`src/rtl/pipe_stage_reg.sv`:
```
`default_nettype none
// ==========================================================================
// pipe_stage_reg : valid/ready pipeline stage register with optional 2-entry
// skid buffer (PIPE_STAGE_SKID_EN), synchronous flush and bubble ctrl gating.
// Revision 1.0
// ==========================================================================
module pipe_stage_reg #(
  parameter int DATA_W = 128,
  parameter int CTRL_W = 8,
  parameter int TAG_W  = 5
) (
  input  logic              clk,
  input  logic              reset_n,
  input  logic              flush,
  input  logic              in_valid,
  output logic              in_ready,
  input  logic [DATA_W-1:0] in_data,
  input  logic [CTRL_W-1:0] in_ctrl,
  input  logic [TAG_W-1:0]  in_tag,
  output logic              out_valid,
  input  logic              out_ready,
  output logic [DATA_W-1:0] out_data,
  output logic [CTRL_W-1:0] out_ctrl,
  output logic [TAG_W-1:0]  out_tag,
  output logic [1:0]        occupancy
);

  typedef enum logic [1:0] {
    ST_EMPTY = 2'd0,
    ST_ONE   = 2'd1,
    ST_FULL  = 2'd2
  } state_t;

  state_t r_state;
  state_t w_state_nxt;

  logic [DATA_W-1:0] r_m_data;
  logic [CTRL_W-1:0] r_m_ctrl;
  logic [TAG_W-1:0]  r_m_tag;

  logic w_m_v;
  logic w_s_v;
  logic w_in_fire;
  logic w_out_fire;
  logic w_load_m_in;

`ifdef PIPE_STAGE_SKID_EN
  logic [DATA_W-1:0] r_s_data;
  logic [CTRL_W-1:0] r_s_ctrl;
  logic [TAG_W-1:0]  r_s_tag;
  logic              r_in_ready;
  logic              w_load_m_s;
  logic              w_load_s_in;

  assign w_s_v    = (r_state == ST_FULL);
  assign in_ready = r_in_ready;
`else
  assign w_s_v    = 1'b0;
  // Without the skid slot the stage can only accept if M frees this cycle.
  assign in_ready = !w_m_v || out_ready;
`endif

  assign w_m_v      = (r_state != ST_EMPTY);
  assign w_in_fire  = in_valid && in_ready;
  assign w_out_fire = w_m_v && out_ready;

  assign out_valid = w_m_v;
  assign out_data  = r_m_data;
  assign out_tag   = r_m_tag;
  assign out_ctrl  = w_m_v ? r_m_ctrl : '0;
  assign occupancy = {1'b0, w_m_v} + {1'b0, w_s_v};

  always_comb begin
    w_state_nxt = r_state;
    w_load_m_in = 1'b0;
`ifdef PIPE_STAGE_SKID_EN
    w_load_m_s  = 1'b0;
    w_load_s_in = 1'b0;
`endif
    if (flush) begin
      w_state_nxt = ST_EMPTY;
    end else begin
      case (r_state)
        ST_EMPTY: begin
          if (w_in_fire) begin
            w_load_m_in = 1'b1;
            w_state_nxt = ST_ONE;
          end
        end
        ST_ONE: begin
          if (w_in_fire && w_out_fire) begin
            w_load_m_in = 1'b1;
`ifdef PIPE_STAGE_SKID_EN
          end else if (w_in_fire) begin
            w_load_s_in = 1'b1;
            w_state_nxt = ST_FULL;
`endif
          end else if (w_out_fire) begin
            w_state_nxt = ST_EMPTY;
          end
        end
        ST_FULL: begin
`ifdef PIPE_STAGE_SKID_EN
          if (w_out_fire) begin
            w_load_m_s  = 1'b1;
            w_state_nxt = ST_ONE;
          end
`else
          w_state_nxt = ST_EMPTY;
`endif
        end
        default: w_state_nxt = ST_EMPTY;
      endcase
    end
  end

  always_ff @(posedge clk or negedge reset_n) begin
    if (!reset_n) begin
      r_state <= ST_EMPTY;
    end else begin
      r_state <= w_state_nxt;
    end
  end

  // Payload registers only move on a load; flush leaves data/tag untouched.
  always_ff @(posedge clk or negedge reset_n) begin
    if (!reset_n) begin
      r_m_data <= '0;
      r_m_ctrl <= '0;
      r_m_tag  <= '0;
    end else if (w_load_m_in) begin
      r_m_data <= in_data;
      r_m_ctrl <= in_ctrl;
      r_m_tag  <= in_tag;
`ifdef PIPE_STAGE_SKID_EN
    end else if (w_load_m_s) begin
      r_m_data <= r_s_data;
      r_m_ctrl <= r_s_ctrl;
      r_m_tag  <= r_s_tag;
`endif
    end
  end

`ifdef PIPE_STAGE_SKID_EN
  always_ff @(posedge clk or negedge reset_n) begin
    if (!reset_n) begin
      r_s_data <= '0;
      r_s_ctrl <= '0;
      r_s_tag  <= '0;
    end else if (w_load_s_in) begin
      r_s_data <= in_data;
      r_s_ctrl <= in_ctrl;
      r_s_tag  <= in_tag;
    end
  end

  // Flopped copy of !s_v so in_ready has no path from out_ready.
  always_ff @(posedge clk or negedge reset_n) begin
    if (!reset_n) begin
      r_in_ready <= 1'b1;
    end else begin
      r_in_ready <= (w_state_nxt != ST_FULL);
    end
  end
`endif

endmodule
`default_nettype wire

```
`config.mk`:
```
export PLATFORM = sky130hd
export DESIGN_NAME = pipe_stage_reg
export DESIGN_NICKNAME = d
export VERILOG_FILES = /design/src/rtl/pipe_stage_reg.sv
export SDC_FILE = /design/constraint.sdc
export NUM_CORES = 1
export LEC_CHECK = 0
export CAP_MARGIN = 5
export CORE_AREA = 2 2 121 123
export DETAILED_ROUTE_END_ITERATION = 16
export DIE_AREA = 0 0 123 125
export PLACE_DENSITY_LB_ADDON = 0.2
export REMOVE_ABC_BUFFERS = 1
export SETUP_SLACK_MARGIN = 0.1
export SYNTH_ARGS = -nofsm -noshare
export SYNTH_HDL_FRONTEND = slang
export SYNTH_SLANG_ARGS = --single-unit
```
`constraint.sdc`:
```
create_clock -name clk -period 1.9 [get_ports clk]
set_input_delay 0.38 -clock clk [delete_from_list [all_inputs] [get_ports clk]]
set_output_delay 0.38 -clock clk [all_outputs]
set_load 0.005 [all_outputs]
```
Word level (Yosys, flattened, before mapping):

Cells that the tools add are included.

* register bits: 143
* input bits: 146
* output and inout port bits: 145
* logic and storage cells: 26

* eq/ne operators: 4
* muxes and demuxes: 10
* reductions and logical operators: 8

Operators with widths (count)
* 3-bit inequality test (second input constant): 3
* 2-bit 2-to-1 mux: 4
* 8-bit 2-to-1 mux: 1
* 2-bit case mux with 2 select lines: 1
* 1-bit logical AND: 3
* 1-bit 2-to-1 mux: 3
* 3-bit AND reduction: 1
* 2-bit by 1-bit equality test with 1-bit output (second input constant): 1
* 2-bit logical NOT: 1
* 1-bit case mux with 2 select lines: 1
* 2-bit nonzero test: 1
* 1-bit logical NOT: 1
* 1-bit logical OR: 1

Logic depth before layout (Yosys ltp):

Gate-level depths: netlist of the first run.

* depth in word-level cells: 8
* depth in mapped cells: 5
* gate-level depth less buffers: 3

Least setup slack after synthesis of the first run:

No wires, ideal clock.

* kind: reg2reg
* start point: register r_state[0]
* end point: register r_m_data[100] (netlist: out_data[100])
* library setup time: 0.127 ns
* arrival time: 1.531 ns
* required time: 1.773 ns
* slack: 0.241 ns
* cell stages (with the launch flop): 6
* buffers on the path: 2
* period minus slack after synthesis: 1.659 ns
* cell sequence: dfrtp_1 > and2b_1 > nor3b_4 > buf_6 > buf_6 > mux2_1

* word-level cells in the longest chain between the ends: 8
* elaborated cells on any way between the ends: 12
* classes of those cells: 1 x eq/ne; 4 x mux; 7 x reduce/logical

Ends and longest elaborated chain
* start: declaration: RTL line 34 `state_t r_state;`
* start signal: assignment: RTL line 121 `r_state <= w_state_nxt;`
* 2-bit nonzero test: RTL line 63 `assign w_m_v = (r_state != ST_EMPTY);`
* 1-bit logical NOT: RTL line 60 `assign in_ready = !w_m_v || out_ready;`
* 1-bit logical OR: RTL line 60
* 1-bit logical AND: RTL line 64 `assign w_in_fire = in_valid && in_ready;`
* 1-bit logical AND: RTL line 91 `if (w_in_fire && w_out_fire) begin`
* 1-bit 2-to-1 mux: RTL line 91
* 1-bit case mux with 2 select lines *: RTL line 83 `case (r_state)`
* 1-bit 2-to-1 mux *: RTL line 80 `if (flush) begin`
* end signal: assignment: RTL line 132 `r_m_data <= in_data;`
* end: declaration: RTL line 37 `logic [DATA_W-1:0] r_m_data;`

Mark *: on every way between the ends. The rest lies on a longest branch, timed or not.
A chain may end at the register's enable or synchronous reset.

Worst setup path after layout of the first run:

* start point: register r_state[0]
* end point: output out_ctrl[4]

* word-level cells in the longest chain between the ends: 2

Ends and longest elaborated chain
* 2-bit nonzero test: RTL line 63
* 8-bit 2-to-1 mux: RTL line 70 `assign out_ctrl = w_m_v ? r_m_ctrl : '0;`
* end: declaration: RTL line 23 `output logic [CTRL_W-1:0] out_ctrl,`

No other way between the ends.

==> results.py, run 1 <==
metrics = {
    "power": {
        "p_per_area_mw_per_mm2": 1009,
        "power_mw": 9.323,
        "peakVddDrop_v": 0.0005149,
        "p_leak_nw": 3.885,
    },
    "die": {
        "die_w_um": 123,
        "ios": 291,
        "start_util_pct": 37.91,
        "die-area_mm2": 0.01538,
        "dieHeight_um": 125,
        "rows": 44,
        "core_mm2": 0.01420,
    },
    "placed_design": {
        "place_inst": 788,
        "portBuffers": 289,
        "gp_congestion": 0.7713,
        "place_ws_ns": -0.2867,
        "dp_hpwl_um": 10710,
        "placed_area_mm2": 0.008592,
    },
    "synth": {
        "synth_cell_types": 12,
        "syn_avg_cell_area_um2": 17.15,
        "syn_inst": 314,
        "yosys_register_bits": 142,
        "syn_area_mm2": 0.005385,
        "yosysSeqAreaShare_pct": 65.99,
        "yosysWarnings": 0,
    },
    "layout": {
        "finish.utilization_pct": 65.05,
        "design_area_mm2": 0.009240,
        "multiInputGateArea_mm2": 0.001677,
        "antenna_cells": 0,
        "most-common-layout-cells": "277 x clkdlybuf4s50_1, 142 x dfrtp_1, 90 x mux2_1",
        "num-fill-cells": 1046,
        "final_common_cell": "clkdlybuf4s50_1",
        "fin_cells": 823,
        "area_growth_pct": 71.58,
        "final-seq-area_mm2": 0.003553,
        "nets": 772,
        "final_layout_size_suffix_gt1_share_pct": 16.74,
    },
    "clock_tree": {
        "htree_levels": 4,
        "clk_pin_slew_ns": 0.06,
        "clock_sinks": 142,
        "root_buffer": "clkbuf_16",
        "cts_tree": "yes",
        "clockBufferDepth": 2,
        "numCtsBuffers": 17,
        "insertion_delay_ns": 0.41,
    },
    "sta": {
        "worst_slack_ns": 0.1044,
        "tns_ns": 0,
        "fin_skew_ns": 0.006979,
        "hold_viol": 0,
        "fin_crit_sh_pct": 94.51,
        "fmax_mhz": 556.9,
        "report.final.setup_viol": 0,
        "grt_setup_unrepaired": "yes",
        "fin_hold_ws_ns": 0.4548,
        "min_period_ns": 1.796,
        "slew_violations": 0,
    },
    "global_route": {
        "grt_max_degree": 41,
        "first_global_vias": 3992,
        "antenna_found_initial": 0,
        "grt_overflow": 0,
        "grt_pass1_wl_um": 21590,
        "groute.usage.overall_pct": 18.59,
    },
    "drt": {
        "via_per_inst": 4.597,
        "finalWirelength_um": 13810,
        "wl_per_cell_um": 16.78,
        "ant_nets": 0,
        "drc": 0,
        "first_iter_violations": 61,
        "first_pass_iters": 4,
        "vias": 3783,
    },
    "job": {
        "drv_cap": 0,
    },
    "worst_setup_path": {
        "setup.worst_path.end_class": "output port",
        "critPathBufInv": 3,
        "critPathTopFamily": "buffers and inverters",
        "cp_cell_sequence": "buf_6 -> buf_4 -> and2_1 -> clkdlybuf4s15_1",
        "slowest_delay_ns": 0.41,
        "critPathRequiredTime_ns": 1.52,
        "startpoint_type": "register",
        "crit_type": "reg -> out",
        "crit_path_top_delay_cell": "dfrtp_1",
        "crit_fanout": 4,
        "worstPathArrival_ns": 1.42,
    },
    "min_path": {
        "hp-class": "in -> async",
    },
    "run_status": {
        "status": "finished, final reports clean",
    },
}
[cells by family (layout without fill, tap and decap cells)]
kind of cell	count (synthesis)	in the layout	share of synthesized area, %
other cells	1	1	0.06964
buf+inv	18	343	2.904
simple gates	12	12	1.557
flops	142	142	65.99
mux	141	141	29.48
[power breakdown]
part | internal, mW | switching (mW) | leakage (nW)
Clock | 2.25 | 1.20 | 0.309
Combinational | 1.47 | 0.608 | 1.91
Sequential | 3.54 | 0.252 | 1.67
[path summary, 6_finish.rpt]
| path | from | end | slack [ns] | cells after the start |
|---|---|---|---|---|
| worst max-delay path | r_state[0] | out_ctrl[4] | 0.10 | 4 |
| worst min-delay path | reset_n | out_data[68] | 0.45 | 2 |
| worst max register to register | r_state[0] | out_tag[4] | 0.14 | 5 |
| worst min register to register | out_data[38] | out_data[38] | 0.48 | 1 |
| max in group asynchronous | reset_n | out_data[72] | 0.89 | 3 |
| min in group clk | out_data[38] | out_data[38] | 0.48 | 1 |
[synth_stat cells, drive strengths merged]
cell type / n / share of area, %
mux2: 141 / 29
conb: 1 / 0.070
inv: 1 / 0.070
buf: 17 / 2.8
dfrtp: 142 / 66
nor2: 2 / 0.14
and2b: 1 / 0.14
and2: 8 / 0.93
nor3b: 1 / 0.35
[worst reg2reg max path, cell delays in order (launching register included)]
cell and delay [ns]:
dfrtp_1 0.41, and2b_2 0.23, nor3b_4 0.22, buf_4 0.20
buf_12 0.20, mux2_2 0.38
[state kept, by name, summed over array words and instances, names as in the netlist]
register / count
r_state: 1
out_tag: 5
out_data: 128
r_m_ctrl: 8
[layout make-up]
type,instances,share of cell area (%)
Tap cell,184,2.492
Timing Repair Buffer,310,34.12
Clock inverter,12,1.801
Sequential cell,142,38.46
Clock buffer,20,4.942
Multi-Input combinational cell,154,18.14
Inverter,1,0.04062
[routing by layer]
layer	wire length [µm]	vias up	track usage, %
li1	-	1727	-
met3	1396	25	7.710
met2	7117	182	31.82
met4	299	0	7.487
met1	4998	1849	20.21
met5	0	-	0
[repair_timing]
action	CTS	global route
setup endpoints to repair	11	11
resized for setup	12	9
hold buffers	1	0
endpoints found under the hold margin	36	0
setup buffers	1	0
gates cloned	1	0
No activity file was read; power rests on OpenSTA's default activity.
==> run 2: changes to the inputs <==
Settings changed: GPL_ROUTABILITY_DRIVEN from default to 0, GPL_TIMING_DRIVEN from default to 0.
==> run 2 against run 1 <==
Against the previous run:
- the flow now finishes with violations (setup timing)
- count of clock-buffer cells in the layout stayed put
- utilization is 5.4 points higher
- flip-flop and latch count stayed put
- via count is 5.3% higher
- sequential power hardly changed
- critical path depth is 4 higher
- clock skew is 0.0027 ns lower
- setup slack worse by 0.15 ns
- largest cell class is now buffers
- non-clock buffer count is 22 higher
- largest power group unchanged
- design area is 8.3% higher
==> results.py, run 2 (synthesis results as in run 1) <==
metrics = {
    "placed_design": {
        "place_inst": 779,
        "portBuffers": 289,
        "dp_hpwl_um": 10300,
    },
    "min_path": {
        "whs_path_depth": 1,
        "hp-class": "reg -> reg",
        "whs_endpoint": "out_data[65]",
        "min_from": "out_data[65]",
    },
    "sta": {
        "report.final.setup_viol": 20,
        "fin_hold_ws_ns": 0.4830,
        "worst_pin_slew_ns": 0.6399,
        "fin_skew_ns": 0.004280,
        "max_slew_margin_pct": 57.34,
        "slew_violations": 0,
        "tns_ns": -0.3177,
        "grt_setup_unrepaired": "yes",
        "hold_viol": 0,
        "fmax_mhz": 513.3,
        "fin_crit_sh_pct": 102.5,
        "worst_slack_ns": -0.04816,
        "min_period_ns": 1.948,
    },
    "clock_tree": {
        "clockBufferDepth": 2,
        "cts_tree": "yes",
        "root_buffer": "clkbuf_16",
        "numCtsBuffers": 17,
        "htree_levels": 4,
        "insertion_delay_ns": 0.41,
        "clk_pin_slew_ns": 0.06,
        "clock_sinks": 142,
    },
    "power": {
        "p_per_area_mw_per_mm2": 970.2,
        "power_mw": 9.711,
        "peakVddDrop_v": 0.0005263,
        "p_leak_nw": 4.354,
    },
    "layout": {
        "antenna_cells": 0,
        "most-common-layout-cells": "276 x clkdlybuf4s50_1, 141 x dfrtp_1, 78 x mux2_4",
        "final_layout_size_suffix_gt1_share_pct": 29.85,
        "num-fill-cells": 930,
        "area_growth_pct": 85.87,
        "final_common_cell": "clkdlybuf4s50_1",
        "finish.utilization_pct": 70.47,
        "largest_reg_flops": 128,
        "fin_cells": 844,
        "nets": 794,
    },
    "worst_setup_path": {
        "critPathRequiredTime_ns": 2.18,
        "setup.worst_path.end_class": "register",
        "rrSetupSlack_ns": -0.05,
        "crit_fanout": 6,
        "timing.rr.end": "out_data[33]",
        "crit_type": "reg -> reg",
        "worst_r2r_startpoint": "r_state[0]",
        "startpoint_type": "register",
        "worstPathArrival_ns": 2.23,
        "reg2reg_depth": 8,
    },
    "die": {
        "die_w_um": 123,
        "start_util_pct": 37.91,
        "core_mm2": 0.01420,
        "die-area_mm2": 0.01538,
        "dieHeight_um": 125,
        "ios": 291,
        "rows": 44,
    },
    "drt": {
        "drc": 0,
        "first_iter_violations": 136,
        "ant_nets": 0,
        "vias": 3984,
        "first_pass_iters": 3,
        "via_per_inst": 4.720,
        "finalWirelength_um": 16350,
        "wl_per_cell_um": 19.37,
    },
    "global_route": {
        "grt_overflow": 0,
        "groute.usage.overall_pct": 20.57,
        "grt_pass1_wl_um": 23720,
        "antenna_found_initial": 0,
        "first_global_vias": 4466,
        "grt_max_degree": 76,
    },
    "job": {
        "drv_cap": 0,
    },
    "run_status": {
        "status": "complete, but fails checks",
        "violations": "setup timing",
    },
}
## run 2: cell count changes in the layout (fill, tap and decap cells not counted), moves of 2 or more
cell | previous run | this run
mux2_4 | 0 | 78
mux2_1 | 90 | 36
mux2_2 | 51 | 27
buf_16 | 0 | 11
buf_6 | 5 | 11
dlygate4sd2_1 | 7 | 1
and2_1 | 8 | 3
and2_4 | 0 | 5
buf_12 | 8 | 12
buf_4 | 8 | 11
buf_2 | 0 | 2
clkbuf_16 | 17 | 19
## run 2: per-layer routing
metal | share of wire (%) | up-vias | track usage (%)
li1 | - | 1765 | -
met1 | 38 | 1994 | 22.50
met2 | 51 | 192 | 35.16
met3 | 8.6 | 33 | 7.710
met4 | 2.8 | 0 | 9.291
met5 | 0 | - | 0
## run 2: area by class of cell
class,instances,area [µm²],share of cell area [%]
inverters,1,3.754,0.03750
flip-flops and latches,142,3555,35.51
multi-input cells,154,1982,19.80
repair buffers,332,3633,36.30
well taps,184,230.2,2.300
clock buffers,20,466.7,4.663
clock inverters,11,138.9,1.387
## run 2: critical path: stages (launching register included)
cell and delay, ns:
dfrtp_2 0.40, and2b_2 0.22, nor3b_4 0.21, buf_12 0.13, buf_16 0.11, buf_12 0.12
buf_12 0.14, buf_6 0.13, mux2_1 0.34
## run 2: worst max path at each step
stage                     from       endpoint  slack [ns]  depth (start not counted)
floorplan           r_state[0]    out_data[0]       -3.01                          3
global placement       reset_n   out_data[12]       -5.12                          1
detailed placement   out_ready   out_data[39]       -0.65                          8
CTS                 r_state[0]  out_data[127]       -0.06                          8
global route        r_state[0]   out_data[33]        -0.1                          8
finish              r_state[0]   out_data[33]       -0.05                          8
## run 2: per-stage QoR
step,cell area [µm²],setup slack (ns)
finish,10010,-0.04816
global route,10010,-0.09952
CTS,9789,-0.05605
detailed placement,8529,-0.6539
global placement,8356,-5.118
floorplan,5233,-3.005
## run 2: repair_timing
action | in CTS | in global routing
gates cloned | 8 | 3
endpoints found under the hold margin | 67 | 0
pin swaps | 1 | 1
buffers inserted | 21 | 2
resized for setup | 104 | 55
hold buffers | 1 | 0
setup endpoints to repair | 130 | 128
## run 2: report_power, final
part	leakage, nW	total, mW	switching, mW	internal [mW]
registers	1.67	3.82	0.275	3.54
logic	2.39	2.50	0.704	1.80
clock network	0.298	3.39	1.24	2.15
total	4.35	9.71	2.21	7.50
